===== config.mk =====
export PLATFORM = sky130hd
export DESIGN_NAME = sr_reg_arbiter
export DESIGN_NICKNAME = d
export VERILOG_FILES = /design/src/rtl/sr_reg_pkg.sv /design/src/rtl/sr_reg_bit.sv /design/src/rtl/sr_reg_arbiter.sv
export SDC_FILE = /design/constraint.sdc
export NUM_CORES = 1
export LEC_CHECK = 0
export BUFFER_PORTS_ARGS = -buffer_cell sky130_fd_sc_hd__buf_2
export CAP_MARGIN = 20
export CORE_MARGIN = 2
export CORE_UTILIZATION = 50
export DETAILED_ROUTE_END_ITERATION = 7
export PLACE_DENSITY_LB_ADDON = 0.15
export SYNTH_ARGS = -nofsm -noshare
export SYNTH_HDL_FRONTEND = slang
export SYNTH_HIERARCHICAL = 1
export SYNTH_SLANG_ARGS = --single-unit

===== constraint.sdc =====
create_clock -name clk -period 2.8 [get_ports clk]
set_input_delay 0.56 -clock clk [delete_from_list [all_inputs] [get_ports clk]]
set_output_delay 0.56 -clock clk [all_outputs]
set_load 0.1 [all_outputs]

===== src/rtl/sr_reg_pkg.sv =====
// Shared opcodes and FSM states for the two-requester set/reset register arbiter.
// Latency: n/a (types and constants only).
// Backpressure: n/a.
package sr_reg_pkg;

    localparam logic [1:0] OP_LOAD = 2'b00;
    localparam logic [1:0] OP_SET  = 2'b01;
    localparam logic [1:0] OP_CLR  = 2'b10;
    localparam logic [1:0] OP_NOP  = 2'b11;

    typedef enum logic [1:0] {
        ST_IDLE = 2'b00,
        ST_EXEC = 2'b01,
        ST_ACK  = 2'b10
    } state_t;

endpackage


===== src/rtl/sr_reg_bit.sv =====
// Single set/reset register bit cell, priority R > S > en, otherwise hold.
// Latency: Q updates on the clock edge after the control lines are driven.
// Backpressure: none; the cell accepts every cycle.
module sr_reg_bit #(
    parameter logic RST_BIT = 1'b0
) (
    input  logic clk,
    input  logic rst_n,
    input  logic d,
    input  logic S,
    input  logic R,
    input  logic en,
    output logic Q
);

    always_ff @(posedge clk or negedge rst_n) begin
        if (!rst_n) begin
            Q <= RST_BIT;
        end else if (R) begin
            Q <= 1'b0;
        end else if (S) begin
            Q <= 1'b1;
        end else if (en) begin
            Q <= d;
        end
    end

endmodule


===== src/rtl/sr_reg_arbiter.sv =====
// Round-robin arbiter sharing one set/reset register between two requesters (ARB_LOCK_EN adds lock0/lock1 re-grant).
// Latency: grant at sample edge, q updated one edge later, ack pulsed for one cycle; 3 cycles per operation.
// Backpressure: losing requester holds req until granted; no timeout, no abort once granted.
import sr_reg_pkg::*;

module sr_reg_arbiter #(
    parameter int               WIDTH     = 8,
    parameter logic [WIDTH-1:0] RESET_VAL = {WIDTH{1'b0}}
) (
    input  logic             clk,
    input  logic             rst_n,
    input  logic             req0,
    input  logic [1:0]       op0,
    input  logic [WIDTH-1:0] data0,
    input  logic             req1,
    input  logic [1:0]       op1,
    input  logic [WIDTH-1:0] data1,
`ifdef ARB_LOCK_EN
    input  logic             lock0,
    input  logic             lock1,
`endif
    output logic [WIDTH-1:0] q,
    output logic [1:0]       gnt,
    output logic             ack0,
    output logic             ack1,
    output logic             busy
);

    state_t           state_q, state_d;
    logic [1:0]       gnt_q, gnt_d;
    logic             last_q, last_d;
    logic [1:0]       hop_q, hop_d;
    logic [WIDTH-1:0] hdat_q, hdat_d;
    logic             lock_act;
    logic             grant;
    logic             win;
    logic             exec;
    logic             bit_en;
    logic [WIDTH-1:0] bit_d, bit_s, bit_r;

`ifdef ARB_LOCK_EN
    // Lock is sampled from the current owner in ACK and only honoured in the very next IDLE cycle.
    logic lock_q;

    always_ff @(posedge clk or negedge rst_n) begin
        if (!rst_n) begin
            lock_q <= 1'b0;
        end else if (state_q == ST_ACK) begin
            lock_q <= last_q ? lock1 : lock0;
        end else if (state_q == ST_IDLE) begin
            lock_q <= 1'b0;
        end
    end

    assign lock_act = lock_q & (last_q ? req1 : req0);
`else
    assign lock_act = 1'b0;
`endif

    always_ff @(posedge clk or negedge rst_n) begin
        if (!rst_n) begin
            state_q <= ST_IDLE;
            gnt_q   <= 2'b00;
            last_q  <= 1'b1;
            hop_q   <= OP_NOP;
            hdat_q  <= '0;
        end else begin
            state_q <= state_d;
            gnt_q   <= gnt_d;
            last_q  <= last_d;
            hop_q   <= hop_d;
            hdat_q  <= hdat_d;
        end
    end

    always_comb begin
        state_d = state_q;
        gnt_d   = gnt_q;
        last_d  = last_q;
        hop_d   = hop_q;
        hdat_d  = hdat_q;
        grant   = 1'b0;
        win     = 1'b0;
        case (state_q)
            ST_IDLE: begin
                if (lock_act) begin
                    grant = 1'b1;
                    win   = last_q;
                end else if (req0 && req1) begin
                    grant = 1'b1;
                    win   = ~last_q;
                end else if (req0) begin
                    grant = 1'b1;
                    win   = 1'b0;
                end else if (req1) begin
                    grant = 1'b1;
                    win   = 1'b1;
                end
                if (grant) begin
                    state_d = ST_EXEC;
                    gnt_d   = win ? 2'b10 : 2'b01;
                    last_d  = win;
                    hop_d   = win ? op1 : op0;
                    hdat_d  = win ? data1 : data0;
                end
            end
            ST_EXEC: begin
                state_d = ST_ACK;
            end
            ST_ACK: begin
                state_d = ST_IDLE;
                gnt_d   = 2'b00;
            end
            default: begin
                state_d = ST_IDLE;
                gnt_d   = 2'b00;
            end
        endcase
    end

    // Cell control lines are only live in EXEC, so q moves exactly at the EXEC->ACK edge.
    assign exec   = (state_q == ST_EXEC);
    assign bit_en = exec && (hop_q == OP_LOAD);
    assign bit_d  = hdat_q;
    assign bit_s  = (exec && (hop_q == OP_SET)) ? hdat_q : '0;
    assign bit_r  = (exec && (hop_q == OP_CLR)) ? hdat_q : '0;

    for (genvar i = 0; i < WIDTH; i++) begin : g_bit
        sr_reg_bit #(
            .RST_BIT(RESET_VAL[i])
        ) u_bit (
            .clk  (clk),
            .rst_n(rst_n),
            .d    (bit_d[i]),
            .S    (bit_s[i]),
            .R    (bit_r[i]),
            .en   (bit_en),
            .Q    (q[i])
        );
    end

    assign gnt  = gnt_q;
    assign ack0 = (state_q == ST_ACK) && gnt_q[0];
    assign ack1 = (state_q == ST_ACK) && gnt_q[1];
    assign busy = (state_q != ST_IDLE);

endmodule

==> results of run 1 <==
==> worst paths after layout <==
kind                               endpoint  startpoint  cells past startpoint
max reg2reg                g_bit[3].u_bit/Q  state_q[1]                      5
max                                    busy  state_q[0]                      3
max in group asynchronous          hop_q[1]       rst_n                      1
min in group clk                   hop_q[1]      op0[1]                      3
min reg2reg                        hop_q[1]    hop_q[1]                      1
min                                  gnt[0]       rst_n                      1
==> metal layers <==
layer | vias up | GRT usage | part of all wire | wire length, um
met4 | 0 | 0.06410 | 0.0062 | 16
li1 | 478 | - | - | -
met2 | 30 | 0.3729 | 0.51 | 1313
met3 | 2 | 0.02825 | 0.044 | 113
met1 | 473 | 0.2623 | 0.44 | 1140
met5 | - | 0 | 0 | 0
==> Yosys cell counts, types with 2 or more instances <==
| master | number | area share |
|---|---|---|
| a211oi_1 | 4 | 0.025 |
| a21oi_1 | 9 | 0.037 |
| a221o_1 | 6 | 0.050 |
| a2bb2oi_1 | 4 | 0.029 |
| and2_1 | 16 | 0.083 |
| and3_1 | 6 | 0.031 |
| dfrtp_1 | 20 | 0.42 |
| dfstp_2 | 3 | 0.066 |
| inv_1 | 11 | 0.034 |
| mux2i_1 | 8 | 0.067 |
| nand2_1 | 4 | 0.012 |
| nor3b_2 | 2 | 0.021 |
==> layout make-up <==
cell class                 instances  share of cell area
clock inverter                     1            0.003448
sequential                        23              0.3991
multi-input combinational         75              0.3957
tap                               28             0.02414
timing repair buffer              37              0.1293
inverter                          12             0.03276
clock buffer                       3             0.01552
==> through the flow <==
| step | utilization | setup WS (ns) | hold slack [ns] | instance area (sq um) | std cells |
|---|---|---|---|---|---|
| floorplan | - | 0.2408 | 0.2644 | 1212 | 111 |
| global placement | 0.6375 | 1.108 | 0.5195 | 1424 | 175 |
| detailed placement | 0.6375 | 1.082 | 0.5226 | 1424 | 175 |
| CTS | 0.6499 | 0.7283 | 0.2096 | 1451 | 179 |
| global route | 0.6499 | 0.6663 | 0.2292 | 1451 | 179 |
| finish | 0.6499 | 0.7315 | 0.2060 | 1451 | 179 |
==> flip-flops by register name (all words and copies together), names as in the netlist <==
signal and cells:
last_q 1, gnt 2, state_q 2, bit_d 8
g_bit.u_bit/Q 8, hop_q 2
==> cells by family after synthesis <==
family | synth area share
AO/OA/AOI/OAI | 0.1917
buffers and inverters | 0.04896
flip-flops | 0.4823
multiplexers | 0.06667
AND/OR/NAND/NOR | 0.2104
==> impl_metrics.json, run 1 <==
{
  "drc_errors": 0,
  "diodes": 0,
  "cp.arrival_ns": 1.51,
  "fmax_mhz": 483.4,
  "cp-start-kind": "flip-flop",
  "crit_path_cell_trace": "nor2_4, inv_4, buf_2",
  "antenna_left": 0,
  "grt_use_total": 0.2098,
  "drtIter0Drc": 9,
  "start_util": 0.5378,
  "skew_ns": 0.002786,
  "critPathKind": "reg -> out",
  "synth_edf_count": 0,
  "grt_antenna_before_repair": 0,
  "fillCellCount": 199,
  "synth_seq_cells": 23,
  "die-height_um": 53.02,
  "die_width_um": 53.02,
  "postCtsSetupRepairBufs": 0,
  "maxSlewHeadroom": 0.6521,
  "cts_tree": "yes",
  "drt_first_pass_iters": 4,
  "critPathMaxFanout": 9,
  "grt_pass1_vias": 968,
  "period_minus_slack_ns": 2.069,
  "r2r_setup_slack_ns": 1.18,
  "crit_family": "flip-flops",
  "grt_pass1_wl_um": 4236,
  "multi_input_area_sq_um": 574.3,
  "wl_per_cell_um": 14.44,
  "final_hold_viol_count": 0,
  "syn_area_per_cell_sq_um": 10.82,
  "end_kind": "output port",
  "crit_path_top_delay_cell": "dfrtp_1",
  "syn_inst": 111,
  "ys_types": 30,
  "clk_pin_slew_ns": 0.13,
  "maxSlewViolCount": 0,
  "cts_buffers": 3,
  "ios": 37,
  "clockBufferDepth": 2,
  "yosysSeqAreaShare": 0.4823,
  "hold_class": "in -> async",
  "root_buffer": "clkbuf_4",
  "fin_crit_sh": 0.7388,
  "status": "complete, no violations",
  "gr-total-overflow": 0,
  "drv_cap": 0,
  "wl_um": 2584,
  "place_congestion": 0.7459,
  "cts_resized": 0,
  "cts-htree-levels": 1,
  "clock_sinks": 23,
  "setup_viol": 0,
  "synth_ff_type": "dfrtp_1",
  "worst-path-buf-inv": 2,
  "dpl.hpwl_um": 1990,
  "coreArea_sq_mm": 0.002233,
  "fin_tns_setup_ns": 0,
  "port_buffers": 36,
  "critical_path.max_stage_delay_ns": 0.54,
  "rows": 17,
  "required_ns": 2.24,
  "final_cell_mix": "buf_2, dfrtp_1, and2_1",
  "tightest_slew_ns": 0.5195,
  "rsz0062_at_grt": "false",
  "drive_above_1_share": 0.3576,
  "netlist_area_sq_mm": 0.001201,
  "hold_buffers": 0,
  "nets": 176,
  "drt-vias-per-instance": 5.492,
  "dr_total_vias": 983,
  "layout_commonest_cell": "buf_2",
  "synthArstFlopShare": 1.000,
  "ys_warn_count": 6,
  "die-area_sq_mm": 0.002811,
  "grt_max_degree": 24,
  "synthesis.nets": 135,
  "regArea_sq_um": 579.3,
  "area_growth_pct": 20.83,
  "clk_latency_ns": 0.30
}
Power of run 1 is left out: the tool's default activity adds up to more than one toggle a clock period on the data nets, which glitch-free logic cannot reach.
==> run 2, diff against run 1 <==
--- a/config.mk
+++ b/config.mk
@@ -8,7 +8,7 @@
 export BUFFER_PORTS_ARGS = -buffer_cell sky130_fd_sc_hd__buf_2
 export CAP_MARGIN = 20
 export CORE_MARGIN = 2
-export CORE_UTILIZATION = 50
+export CORE_UTILIZATION = 45
 export DETAILED_ROUTE_END_ITERATION = 7
 export PLACE_DENSITY_LB_ADDON = 0.15
 export SYNTH_ARGS = -nofsm -noshare
==> constraint.sdc (replaced) <==
create_clock -name clk -period 1.7 [get_ports clk]
set_input_delay 0.34 -clock clk [delete_from_list [all_inputs] [get_ports clk]]
set_output_delay 0.34 -clock clk [all_outputs]
set_load 0.1 [all_outputs]
==> run 2 against run 1 <==
  * Utilization decreased by 2.9 points
  * Non-clock buffer count increased by 5
  * Final cell count increased by 3.9%
  * Final area increased by 7.0%
  * First-iteration DRC count increased by 22%
  * Via count increased by 2.4%
  * Hold slack improved by 0.00071 ns
  * Flip-flop and latch count unchanged
  * Setup slack got worse by 0.66 ns
  * Global-route usage decreased by 1.6 points
  * Critical path depth decreased by 1
  * Die area increased by 10%
  * Largest cell class unchanged
==> impl_metrics.json, run 2 (synthesized netlist as in run 1, its figures left out) <==
{
  "status": "complete, no violations",
  "fmax_mhz": 613.8,
  "hold_class": "in -> reg",
  "drc_errors": 0,
  "dp_slack_ns": 0.2009,
  "grt_use_total": 0.1937,
  "required_ns": 1.36,
  "cp.arrival_ns": 1.29,
  "drv_cap": 0,
  "tightest_slew_ns": 0.5398,
  "cts_tree": "yes",
  "die-height_um": 55.67,
  "wl_um": 2736,
  "drt_first_pass_iters": 4,
  "drt-vias-per-instance": 5.414,
  "start_util": 0.4805,
  "ios": 37,
  "fin_tns_setup_ns": 0,
  "clock_sinks": 23,
  "grt_max_degree": 24,
  "fillCellCount": 225,
  "area_growth_pct": 29.27,
  "period_minus_slack_ns": 1.629,
  "setup_ws_ns": 0.07070,
  "clockBufferDepth": 2,
  "die-area_sq_mm": 0.003099,
  "root_buffer": "clkbuf_4",
  "maxSlewViolCount": 0,
  "rsz0062_at_grt": "false",
  "cp-start-kind": "flip-flop",
  "layout_commonest_cell": "buf_2",
  "final_util": 0.6211,
  "fin_crit_sh": 0.9584,
  "grt_use_met2": 0.3095,
  "rows": 18,
  "clk_pin_slew_ns": 0.13,
  "dpl.hpwl_um": 1999,
  "regArea_sq_um": 586.8,
  "multi_input_area_sq_um": 580.6,
  "dr_total_vias": 1007,
  "place_congestion": 0.7626,
  "skew_ns": 0.006657,
  "grt_pass1_vias": 977,
  "grtUsageMet1": 0.2541,
  "grt_pass1_wl_um": 4657,
  "top_usage_layer": "met2",
  "diodes": 0,
  "grt_antenna_before_repair": 0,
  "die_width_um": 55.67,
  "nets": 181,
  "wl_per_cell_um": 14.71,
  "setup_viol": 0,
  "cts-htree-levels": 1,
  "final_cell_mix": "buf_2, and2_1, dfrtp_1",
  "end_kind": "output port",
  "gr-total-overflow": 0,
  "hold_slack_ns": 0.2067,
  "drtIter0Drc": 11,
  "clk_latency_ns": 0.33,
  "port_buffers": 36,
  "critPathKind": "reg -> out",
  "met3_usage": 0.05116,
  "coreArea_sq_mm": 0.002500,
  "maxSlewHeadroom": 0.6380,
  "critPathMaxFanout": 7,
  "final_hold_viol_count": 0,
  "cts_buffers": 3,
  "antenna_left": 0,
  "drive_above_1_share": 0.4103
}
## run 2: cell types whose count changed in the layout (fill, tap and decap cells not counted), moves of 3 or more
| cell | delta |
|---|---|
| dfrtp_1 | -4 |
| buf_4 | +4 |
| buf_2 | -3 |
| buf_12 | +3 |
| dfrtp_2 | +3 |
## run 2: final cells by class
| class | count | share of cell area |
|---|---|---|
| clock buffers | 3 | 0.01450 |
| clock inverters | 1 | 0.003223 |
| inverters | 12 | 0.03062 |
| multi-input cells | 75 | 0.3739 |
| flip-flops and latches | 23 | 0.3779 |
| well taps | 30 | 0.02417 |
| repair buffers | 42 | 0.1757 |
## run 2: stage by stage
stage	cells	area [sq um]
4_1_cts	186	1550
2_1_floorplan	111	1224
5_1_grt	186	1553
3_3_place_gp	180	1505
6_report	186	1553
3_5_place_dp	180	1505
## run 2: routing by layer
metal / routed length [um] / share of wire / vias to the layer above
met5: 0 / 0 / -
met4: 44 / 0.016 / 0
met3: 118 / 0.043 / 6
met2: 1353 / 0.49 / 27
met1: 1218 / 0.45 / 486
li1: - / - / 488
## run 2: path summary, 6_finish.rpt
check                      startpoint          endpoint  slack [ns]  cells past startpoint
max in group asynchronous       rst_n            gnt[1]        0.82                      2
min reg2reg                state_q[1]            gnt[1]        0.53                      1
max reg2reg                state_q[1]  g_bit[3].u_bit/Q        0.27                      5
max                        state_q[0]              ack0        0.07                      2
min in group asynchronous       rst_n  g_bit[2].u_bit/Q        0.49                      2
min                            op0[1]          hop_q[1]        0.21                      3
## run 2: critical path: stages, from the launching register on
cell     delay (ns)
dfrtp_2        0.50
and3b_2        0.29
buf_12         0.17
## run 2: what timing repair did
item                                    CTS  global route
endpoints found under the setup margin    1             2
hold endpoints to repair                 20             0
hold buffers                              1             0
resized for setup                         0             2
pin swaps                                 1             0
setup buffers                             1             0
Power of run 2 is left out for the same reason.
